<file path="config.mk">
export PLATFORM = sky130hd
export DESIGN_NAME = riscv_ctrl
export DESIGN_NICKNAME = d
export VERILOG_FILES = /design/src/rtl/riscv_ctrl_pkg.sv /design/src/rtl/riscv_pc.sv /design/src/rtl/riscv_ctrl.sv
export SDC_FILE = /design/constraint.sdc
export NUM_CORES = 1
export LEC_CHECK = 0
export BUFFER_PORTS_ARGS = -buffer_cell sky130_fd_sc_hd__buf_2
export CAP_MARGIN = 25
export CORE_MARGIN = 1
export CORE_UTILIZATION = 30
export CTS_CLUSTER_DIAMETER = 200
export DETAILED_ROUTE_END_ITERATION = 16
export HOLD_SLACK_MARGIN = 0.03
export PLACE_DENSITY = 0.68
export RECOVER_POWER = 50
export SYNTH_ARGS = -nofsm -noshare
export SYNTH_HDL_FRONTEND = slang
export SYNTH_HIERARCHICAL = 1
export SYNTH_SLANG_ARGS = --single-unit
</file>
<file path="constraint.sdc">
create_clock -name clk -period 4.75 [get_ports clk]
set_clock_uncertainty 0.1 [all_clocks]
set_input_delay 0.475 -clock clk [delete_from_list [all_inputs] [get_ports clk]]
set_output_delay 0.475 -clock clk [all_outputs]
set_load 0.005 [all_outputs]
</file>
<file path="src/rtl/riscv_ctrl_pkg.sv">
// Shared constants for the RV32I multi-cycle core: sequencer states, datapath
// select encodings, PC step and the canonical NOP.
package riscv_ctrl_pkg;

  typedef enum logic [2:0] {
    ST_IDLE   = 3'd0,
    ST_FETCH  = 3'd1,
    ST_DECODE = 3'd2,
    ST_EXEC   = 3'd3,
    ST_WB     = 3'd4,
    ST_HALT   = 3'd5
  } ctrl_state_t;

  typedef enum logic [3:0] {
    FUN_ADD, FUN_SUB, FUN_AND, FUN_OR, FUN_XOR,
    FUN_SLL, FUN_SRL, FUN_SRA, FUN_SLT, FUN_SLTU
  } exec_fun_t;

  typedef enum logic [1:0] {OP1_RS1, OP1_PC, OP1_ZERO} op1_sel_t;
  typedef enum logic [1:0] {OP2_RS2, OP2_IMI, OP2_IMS, OP2_IMU} op2_sel_t;

  localparam logic [31:0] PC_STEP  = 32'd4;
  localparam logic [31:0] NOP_INST = 32'h0000_0013;

endpackage

</file>
<file path="src/rtl/riscv_pc.sv">
// Program counter register: synchronous active-low reset to RESET_PC and a
// load-enabled +PC_STEP advance that wraps modulo 2^32.
module riscv_pc
  import riscv_ctrl_pkg::*;
#(
  parameter logic [31:0] RESET_PC = 32'h0000_0000
) (
  input  logic        clk,
  input  logic        rst_n,
  input  logic        load_en,
  output logic [31:0] pc
);

  logic [31:0] pc_reg;
  logic [31:0] pc_next;

  assign pc_next = pc_reg + PC_STEP;
  assign pc      = pc_reg;

  always_ff @(posedge clk) begin
    if (!rst_n) begin
      pc_reg <= RESET_PC;
    end else if (load_en) begin
      pc_reg <= pc_next;
    end
  end

endmodule

</file>
<file path="src/rtl/riscv_ctrl.sv">
// Multi-cycle sequencer: FETCH/DECODE/EXEC/WB with a halting state for invalid
// instructions. Optional retired-instruction counter under RISCV_CTRL_INSTRET_EN.
module riscv_ctrl
  import riscv_ctrl_pkg::*;
#(
  parameter logic [31:0] RESET_PC = 32'h0000_0000
) (
  input  logic        clk,
  input  logic        rst_n,
  input  logic        run,
  output logic        imem_req,
  output logic [31:0] imem_addr,
  input  logic        imem_ready,
  input  logic [31:0] imem_rdata,
  output logic [31:0] inst,
  input  logic        invalid_i,
  output logic        write_en,
  output logic [31:0] pc,
  output logic        halted,
  output logic [31:0] instret
);

  ctrl_state_t state_reg, state_next;
  logic [31:0] inst_reg;
  logic        inst_load;

  riscv_pc #(.RESET_PC(RESET_PC)) u_pc (
    .clk     (clk),
    .rst_n   (rst_n),
    .load_en (write_en),
    .pc      (pc)
  );

  assign imem_addr = pc;
  assign inst      = inst_reg;

  always_ff @(posedge clk) begin
    if (!rst_n) begin
      state_reg <= ST_IDLE;
      inst_reg  <= NOP_INST;
    end else begin
      state_reg <= state_next;
      if (inst_load) begin
        inst_reg <= imem_rdata;
      end
    end
  end

  // All outputs decode from the current state, so a reset edge ending EXEC
  // never lets a WB write escape.
  always_comb begin
    state_next = state_reg;
    imem_req   = 1'b0;
    write_en   = 1'b0;
    halted     = 1'b0;
    inst_load  = 1'b0;
    case (state_reg)
      ST_IDLE: begin
        if (run) state_next = ST_FETCH;
      end
      ST_FETCH: begin
        imem_req = 1'b1;
        if (imem_ready) begin
          inst_load  = 1'b1;
          state_next = ST_DECODE;
        end
      end
      ST_DECODE: begin
        state_next = invalid_i ? ST_HALT : ST_EXEC;
      end
      ST_EXEC: begin
        state_next = ST_WB;
      end
      ST_WB: begin
        write_en   = 1'b1;
        state_next = run ? ST_FETCH : ST_IDLE;
      end
      ST_HALT: begin
        halted = 1'b1;
      end
      default: begin
        state_next = ST_IDLE;
      end
    endcase
  end

`ifdef RISCV_CTRL_INSTRET_EN
  logic [31:0] instret_reg;

  always_ff @(posedge clk) begin
    if (!rst_n) begin
      instret_reg <= 32'h0;
    end else if (write_en) begin
      instret_reg <= instret_reg + 32'd1;
    end
  end

  assign instret = instret_reg;
`else
  assign instret = 32'h0;
`endif

endmodule

</file>
=== After elaboration in Yosys (flattened, before gate mapping) ===
Cells that the tools add are included.

* RAM bits: 0
* Input bits: 37
* Memories kept: 0
* Latch bits: 0
* Register bits: 67
* Output and inout bits: 131
* Word-level logic and storage cells: 24
* ROM bits: 0

* Muxes and demuxes: 10
* Reduce and logical (&&, ||, !) cells: 2
* Bitwise logic cells: 1
* Div/mod/pow operators: 0
* Equality and inequality tests: 7
* $mul: 0
* Shifts and indexed selects: 0
* Order comparisons: 0
* $add $sub $neg: 1

{| class="wikitable"
|+ Operators by type and width
! operator !! count
|-
| $add 32x3->32 const B || 1
|-
| $pmux 3 s6 || 1
|-
| $mux 3 || 3
|-
| $eq 3x2->1 const B || 2
|-
| $eq 3x3->1 const B || 2
|-
| $mux 1 || 6
|-
| $ne 2x2->1 const B || 2
|-
| $eq 3x1->1 const B || 1
|-
| $logic_not 3->1 || 1
|-
| $reduce_and 3->1 || 1
|-
| $not 1->1 || 1
|}

=== Depth between registers and ports, before layout ===
Gate-level depths: netlist of the first run.

* Depth after elaboration: 3
* Depth in mapped cells: 8
* Mapped depth without buffers: 5

=== Hierarchy ===
Netlist of the first run, hierarchy kept.

{| class="wikitable"
|+ Modules (own cells, without submodules)
! module !! times used !! area an instance (µm²) !! sequential area each (µm²) !! cells an instance
|-
| riscv_ctrl || 1 || 1813.0 || 700.7 || 221
|-
| riscv_pc || 1 || 1432.6 || 600.6 || 164
|}

=== Worst setup path before layout of the first run ===
Ideal clock, no wire load.

* Path kind: reg-to-reg
* Start: register state_reg[2]
* End: register u_pc.pc_reg[24], in the netlist u_pc/pc[24]
* Buffers on the path: 2
* Setup time: 0.071 ns
* Period minus slack after synthesis: 2.458 ns
* Data arrival time: 2.288 ns
* Stages on the path, launching flop included: 8
* Data required time: 4.579 ns
* Setup slack: 2.292 ns
* Path through: dfxtp_1 > nor3b_1 > clkbuf_1 > nand4_1 > or4_4 > buf_6 > or4_1 > a21oi_1

* Word-level cells in the longest chain between the ends: 2

{| class="wikitable"
|+ RTL lines
! item !! RTL line !! text
|-
| start: declaration || riscv_ctrl.sv:23 || <nowiki>ctrl_state_t state_reg, state_next;</nowiki>
|-
| start signal: assignment || riscv_ctrl.sv:42 || <nowiki>state_reg <= state_next;</nowiki>
|-
| $eq 3x3->1 || riscv_ctrl.sv:57 || <nowiki>case (state_reg)</nowiki>
|-
| $mux 1 || riscv_ctrl.sv:57 ||
|-
| net write_en || riscv_ctrl.sv:17 || <nowiki>output logic write_en,</nowiki>
|-
| end signal: assignment || riscv_pc.sv:24 || <nowiki>pc_reg <= pc_next;</nowiki>
|-
| end: declaration || riscv_pc.sv:14 || <nowiki>logic [31:0] pc_reg;</nowiki>
|}

The timed path passes the listed nets, and every way through them passes these cells.
A chain may end at the register's enable or synchronous reset.

=== Worst setup path in the final report of the first run ===
* Start: register state_reg[0]
* End: register inst_reg[1], in the netlist inst[1]

* Word-level cells in the longest chain between the ends: 2

{| class="wikitable"
|+ RTL lines
! item !! RTL line !! text
|-
| $eq 3x1->1 || riscv_ctrl.sv:57 ||
|-
| $mux 1 || riscv_ctrl.sv:57 ||
|-
| end signal: assignment || riscv_ctrl.sv:44 || <nowiki>inst_reg <= imem_rdata;</nowiki>
|-
| end: declaration || riscv_ctrl.sv:24 || <nowiki>logic [31:0] inst_reg;</nowiki>
|}

Every way passes these cells.

==> run_results.csv, run 1 <==
group,metric,value,unit
setup_path,worst-path-buf-inv,1,
cts,post_cts_buffers,0,
yosys,synthArstFlopShare,0,%
yosys,synth-main-ff-cell,"dfxtp_1",
yosys,synth-seq-area-share,40.09,%
detailed_routing,routedWlPerCell,11.99,um
sta,fmax,346.1,MHz
detailed_routing,first_pass_iters,4,
sta,hold_viol,0,
cells_and_area,drive_gt1_share,25.73,%
yosys,syn_area,3246,um^2
yosys,synth_top_family_by_area,"simple AND/OR/NAND/NOR gates",
yosys,avgSynthCellArea,8.430,um^2
sta,relSlewSlack,-33.70,%
power_and_ir_drop,clkPwrFrac,47.2,%
sta,worst_pin_slew,2006,ps
setup_path,worstReg2RegEnd,"inst[1]",
sta,finalSetupViolCount,0,
place,dpl.hpwl,5056,um
sta,setup_tns,0,ps
power_and_ir_drop,combinationalPowerShare,6.3,%
setup_path,r2r_slack,1860,ps
yosys,yosysWarnings,6,
setup_path,crit_start,"state_reg[0]",
setup_path,critPathMaxStageDelay,1460,ps
detailed_routing,drtIter0Drc,90,
setup_path,crit_chain,"and4bb_1 -> clkbuf_1 -> mux2i_1 -> nand2_1",
yosys,synthMuxAreaShare,1.542,%
cts,cts_tree,"done",
cells_and_area,stdcell_count,614,
power_and_ir_drop,p_seq_share,46.4,%
place,dp.cells,597,
place,numPortBuffers,131,
cells_and_area,multi_input_area,1433,um^2
cells_and_area,area_delta_synth_final,17.00,%
setup_path,required,4850,ps
cts,clk_pin_slew_worst_paths,80,ps
detailed_routing,drc,0,
cts,htree_num_levels,3,
min_path,holdPathEnd,"inst[3]",
detailed_routing,routed_wl,7364,um
global_route,grt_overflow,0,
power_and_ir_drop,p_switching,284.3,uW
cells_and_area,mostFrequentLayoutCells,"buf_2 (103), dfxtp_1 (65), nand2_1 (40), nand3_1 (37), o21ai_0 (36)",
setup_path,critical_path_class,"reg -> reg",
setup_path,start_kind,"register",
setup_path,r2r_start,"state_reg[0]",
yosys,synth_xor_area_share,3.508,%
power_and_ir_drop,ir_drop,0.1625,mV
yosys,synth-seq-cells,65,
setup_path,cp_max_fo,57,
cts,cts_root_buf,"clkbuf_8",
yosys,synthAdderAreaFrac,0.3855,%
setup_path,slowest_stage,"clkbuf_1",
cts,clk_path_buf_depth,2,
die,std_cell_rows,37,
detailed_routing,viasPerCell,4.669,
cts,hold_buffers,0,
die,dieHeight,106.0,um
run_status,violations,"capacitance limit, slew limit",
place,gp_congestion,0.7830,
cells_and_area,ff_latch_area,1301,um^2
cells_and_area,largest_reg_flops,32,
global_route,grt_pass1_wl,11630,um
detailed_routing,via_count,2867,
yosys,syn-instance-count,385,
run_status,status,"finished, violations left",
yosys,yosys.area_share.simple,23.94,%
min_path,holdCritPathClass,"in -> reg",
min_path,min_from,"imem_rdata[3]",
power_and_ir_drop,p_sw_share,23.20,%
global_route,antenna_found_initial,1,
cells_and_area,final_common_cell,"buf_2",
yosys,synth_cell_types,40,
sta,rsz0062_at_grt,"false",
die,start_util,31.16,%
die,ios,168,
die,fp.coreArea,10420,um^2
cells_and_area,fillers,1112,
cts,cts-resized-gates,0,
setup_path,crit_family,"buffers and inverters",
global_route,grt_max_degree,73,
setup_path,arrival,2990,ps
power_and_ir_drop,p_int,941.5,uW
cells_and_area,nets,511,
sta,drv_slew,58,
cts,numCtsBuffers,9,
power_and_ir_drop,pwr_density_cell,322.8,nW/um^2
sta,min_period,2890,ps
global_route,grt_pass1_vias,2432,
die,design.die.area,11240,um^2
sta,period_share,60.83,%
detailed_routing,ant_nets,0,
global_route,track_usage,13.13,%
die,die_w,106.0,um
power_and_ir_drop,p_leak,0.001601,uW
cells_and_area,num_antenna_cells,0,
setup_path,reg2reg_depth,4,
yosys,synth-compound-area-share,10.83,%
yosys,synth-edff-count,0,
min_path,min_path_cells,3,
cts,cts.sinks,65,
run,max-cap-violations,1,
setup_path,cp-end-kind,"register",
cts,clk-insertion-delay-late,330,ps
cells in the mapped netlist, types with 4 or more instances:
cell type / count / area (um^2)
buf_4: 67 / 503.0
dfxtp_1: 65 / 1301
nand2_1: 40 / 150.1
nand3_1: 37 / 185.2
o21ai_0: 34 / 170.2
nor2_1: 15 / 56.30
a21oi_1: 12 / 60.06
clkbuf_1: 12 / 45.04
nand4_1: 12 / 75.07
nor4_1: 8 / 50.05
xnor2_1: 8 / 70.07
or3_1: 6 / 37.54
mux2i_1: 5 / 50.05
o31ai_1: 5 / 37.54
or4_1: 5 / 37.54
xor2_1: 5 / 43.79
buf_6: 4 / 45.04
nor3b_1: 4 / 30.03
o21a_1: 4 / 30.03
metal layers:
metal	wire length (um)	part of all wire, %	global-route usage [%]
met1	3286	45	16.03
met2	3341	45	20.87
met3	602	8.2	4.537
met4	117	1.6	5.754
met5	17	0.23	0
final cells by class:
type	count	area share, %
timing repair buffer	134	16.84
inverter	3	0.2965
sequential	65	34.27
multi-input combinational	260	37.73
clock inverter	6	3.031
clock buffer	10	3.361
tap	136	4.481
cell families after synthesis:
kind of cell | Yosys count
DFF | 65
muxes | 5
buffers and inverters | 92
and+or+nand+nor | 145
other | 2
adders and majority gates | 1
xor gates and xnor gates | 13
AOI/OAI and AO/OA | 62
worst min-delay path: stages:
cell,delay (ps)
buf_2,80
nand3_1,50
o21ai_0,60
power by group through the flow:
stage	clock network (uW)	registers, uW	logic, uW
after floorplan	0	582	67.5
after global placement	0	580	77.4
after detailed placement	0	581	80.0
after CTS	603	569	79.8
after global routing	628	572	88.3
final	579	569	77.6
metrics by stage:
| step | cell area [um^2] | hold slack (ps) | util (%) | power, uW | setup WS (ps) |
|---|---|---|---|---|---|
| 6_report | 3797 | 256.2 | 36.46 | 1226 | 1860 |
| 5_1_grt | 3797 | 239.9 | 36.46 | 1288 | 1451 |
| 4_1_cts | 3829 | 234.9 | 36.76 | 1251 | 2354 |
| 3_5_place_dp | 3586 | 346.5 | 34.43 | 661.2 | 2385 |
| 3_3_place_gp | 3586 | 335.4 | 34.43 | 657.7 | 2438 |
| 2_1_floorplan | 3366 | 344.7 | - | 649.4 | 2292 |
worst max path at each step:
stage | to | slack (ps) | depth (start not counted)
6_report | inst[1] | 1860 | 4
2_1_floorplan | u_pc/pc[24] | 2290 | 7
3_5_place_dp | u_pc/pc[29] | 2380 | 6
3_3_place_gp | u_pc/pc[28] | 2440 | 6
4_1_cts | u_pc/pc[29] | 2350 | 6
5_1_grt | inst[13] | 1450 | 3
No activity file was read; power rests on OpenSTA's default activity.
==> run 2: changes to the inputs <==
--- a/config.mk
+++ b/config.mk
@@ -12,7 +12,7 @@
 export CTS_CLUSTER_DIAMETER = 200
 export DETAILED_ROUTE_END_ITERATION = 16
 export HOLD_SLACK_MARGIN = 0.03
-export PLACE_DENSITY = 0.68
+export PLACE_DENSITY = 0.7
 export RECOVER_POWER = 50
 export SYNTH_ARGS = -nofsm -noshare
 export SYNTH_HDL_FRONTEND = slang
==> constraint.sdc (replaced) <==
create_clock -name clk -period 2.5 [get_ports clk]
set_clock_uncertainty 0.1 [all_clocks]
set_input_delay 0.25 -clock clk [delete_from_list [all_inputs] [get_ports clk]]
set_output_delay 0.25 -clock clk [all_outputs]
set_load 0.005 [all_outputs]
==> run_results.csv, run 2 (synthesis results as in run 1) <==
group,metric,value,unit
setup_path,crit_family,"simple AND/OR/NAND/NOR gates",
place,numPortBuffers,131,
cts,clk_pin_slew_worst_paths,70,ps
cells_and_area,nets,542,
setup_path,arrival,2510,ps
setup_path,critPathMaxStageDelay,590,ps
cts,hold_buffers,29,
sta,hold_viol,0,
sta,drv_slew,0,
sta,fmax,424.4,MHz
cts,htree_num_levels,3,
cts,clk_path_buf_depth,2,
place,dpl.hpwl,5152,um
sta,finalSetupViolCount,0,
detailed_routing,first_pass_iters,4,
setup_path,slowest_stage,"or4_4",
cts,numCtsBuffers,9,
die,start_util,31.16,%
setup_path,worst-path-buf-inv,0,
cells_and_area,area_delta_synth_final,25.14,%
power_and_ir_drop,ir_drop,0.2134,mV
detailed_routing,via_count,2993,
die,std_cell_rows,37,
global_route,grt_overflow,0,
cells_and_area,design_area,4061,um^2
sta,min_period,2356,ps
sta,worst_pin_slew,780.6,ps
detailed_routing,routedWlPerCell,11.97,um
die,die_w,106.0,um
cells_and_area,drive_gt1_share,23.18,%
cts,cts_tree,"done",
detailed_routing,drc,0,
cts,post_cts_buffers,0,
cells_and_area,num_antenna_cells,0,
place,postPlaceCellArea,3621,um^2
global_route,grt_max_degree,45,
die,design.die.area,11240,um^2
sta,relSlewSlack,47.96,%
run_status,status,"finished, final reports clean",
place,gp_congestion,0.7431,
cells_and_area,mostFrequentLayoutCells,"buf_2 (94), dfxtp_1 (65), nand2_1 (40), nand3_1 (37), clkbuf_1 (36)",
cts,cts.sinks,65,
sta,setup_tns,0,ps
run,max-cap-violations,0,
power_and_ir_drop,pwr_density_cell,530.5,nW/um^2
detailed_routing,ant_nets,0,
global_route,track_usage,14.05,%
sta,period_share,94.24,%
cts,cts-resized-gates,0,
setup_path,crit_chain,"nor3b_1 -> nand4_1 -> or4_4 -> or4_1 -> a21oi_1",
cells_and_area,final_common_cell,"buf_2",
setup_path,critical_path_class,"reg -> reg",
detailed_routing,routed_wl,7720,um
detailed_routing,drtIter0Drc,135,
die,dieHeight,106.0,um
cts,clk-insertion-delay-late,340,ps
power_and_ir_drop,p_leak,0.001685,uW
setup_path,cp-end-kind,"register",
setup_path,required,2660,ps
setup_path,start_kind,"register",
detailed_routing,viasPerCell,4.640,
setup_path,cp_max_fo,29,
global_route,grt_pass1_vias,2691,
die,ios,168,
sta,rsz0062_at_grt,"false",
cells_and_area,largest_reg_flops,32,
min_path,holdCritPathClass,"in -> reg",
global_route,grt_pass1_wl,12460,um
die,fp.coreArea,10420,um^2
cts,cts_root_buf,"clkbuf_8",
global_route,antenna_found_initial,0,
==> run 2: final timing paths <==
kind                  startpoint     endpoint  slack [ps]  depth (start not counted)
setup reg to reg    state_reg[2]  u_pc/pc[26]         140                          5
setup / recovery    state_reg[2]  u_pc/pc[26]         140                          5
hold / removal    imem_rdata[30]     inst[30]          60                          3
hold reg to reg         inst[28]     inst[28]         350                          2
==> run 2: area by class of cell <==
type                            count  area, um^2
Clock inverter                      5       55.05
Multi-Input combinational cell    260        1433
Sequential cell                    65        1301
Inverter                            3       11.26
Clock buffer                       11       141.4
Fill cell                        1080        6355
Tap cell                          136       170.2
Timing Repair Buffer              165       949.7
==> run 2: through the flow <==
stage | hold slack, ps | cells | total power, uW | worst slack (ps) | utilization, %
6_report | 57.88 | 645 | 2155 | 143.9 | 38.99
5_1_grt | 57.78 | 645 | 2281 | 11.60 | 38.99
4_1_cts | 41.67 | 645 | 2198 | 135.2 | 39.44
3_5_place_dp | 338.5 | 600 | 1263 | 177.5 | 34.76
3_3_place_gp | 335.3 | 600 | 1258 | 251.3 | 34.76
2_1_floorplan | 267.8 | 417 | 1234 | 41.69 | -
==> run 2: where the power goes <==
| part | internal (uW) | total (uW) | switching [uW] |
|---|---|---|---|
| logic | 90.6 | 190 | 99.6 |
| clock network | 484 | 882 | 398 |
| registers | 1060 | 1080 | 18.8 |
| total | 1640 | 2150 | 516 |
==> run 2: worst reg2reg max path, cell delays in order (launching register included) <==
cell,delay (ps)
dfxtp_1,430
nor3b_1,330
nand4_1,130
or4_4,590
or4_1,560
a21oi_1,150
==> run 2: per-layer routing <==
metal | vias to the layer above | GRT usage [%] | share of wire (%)
li1 | 1483 | - | -
met3 | 14 | 3.188 | 5.9
met5 | - | 0 | 0
met1 | 1373 | 16.45 | 43
met2 | 123 | 24.04 | 49
met4 | 0 | 7.044 | 2.1
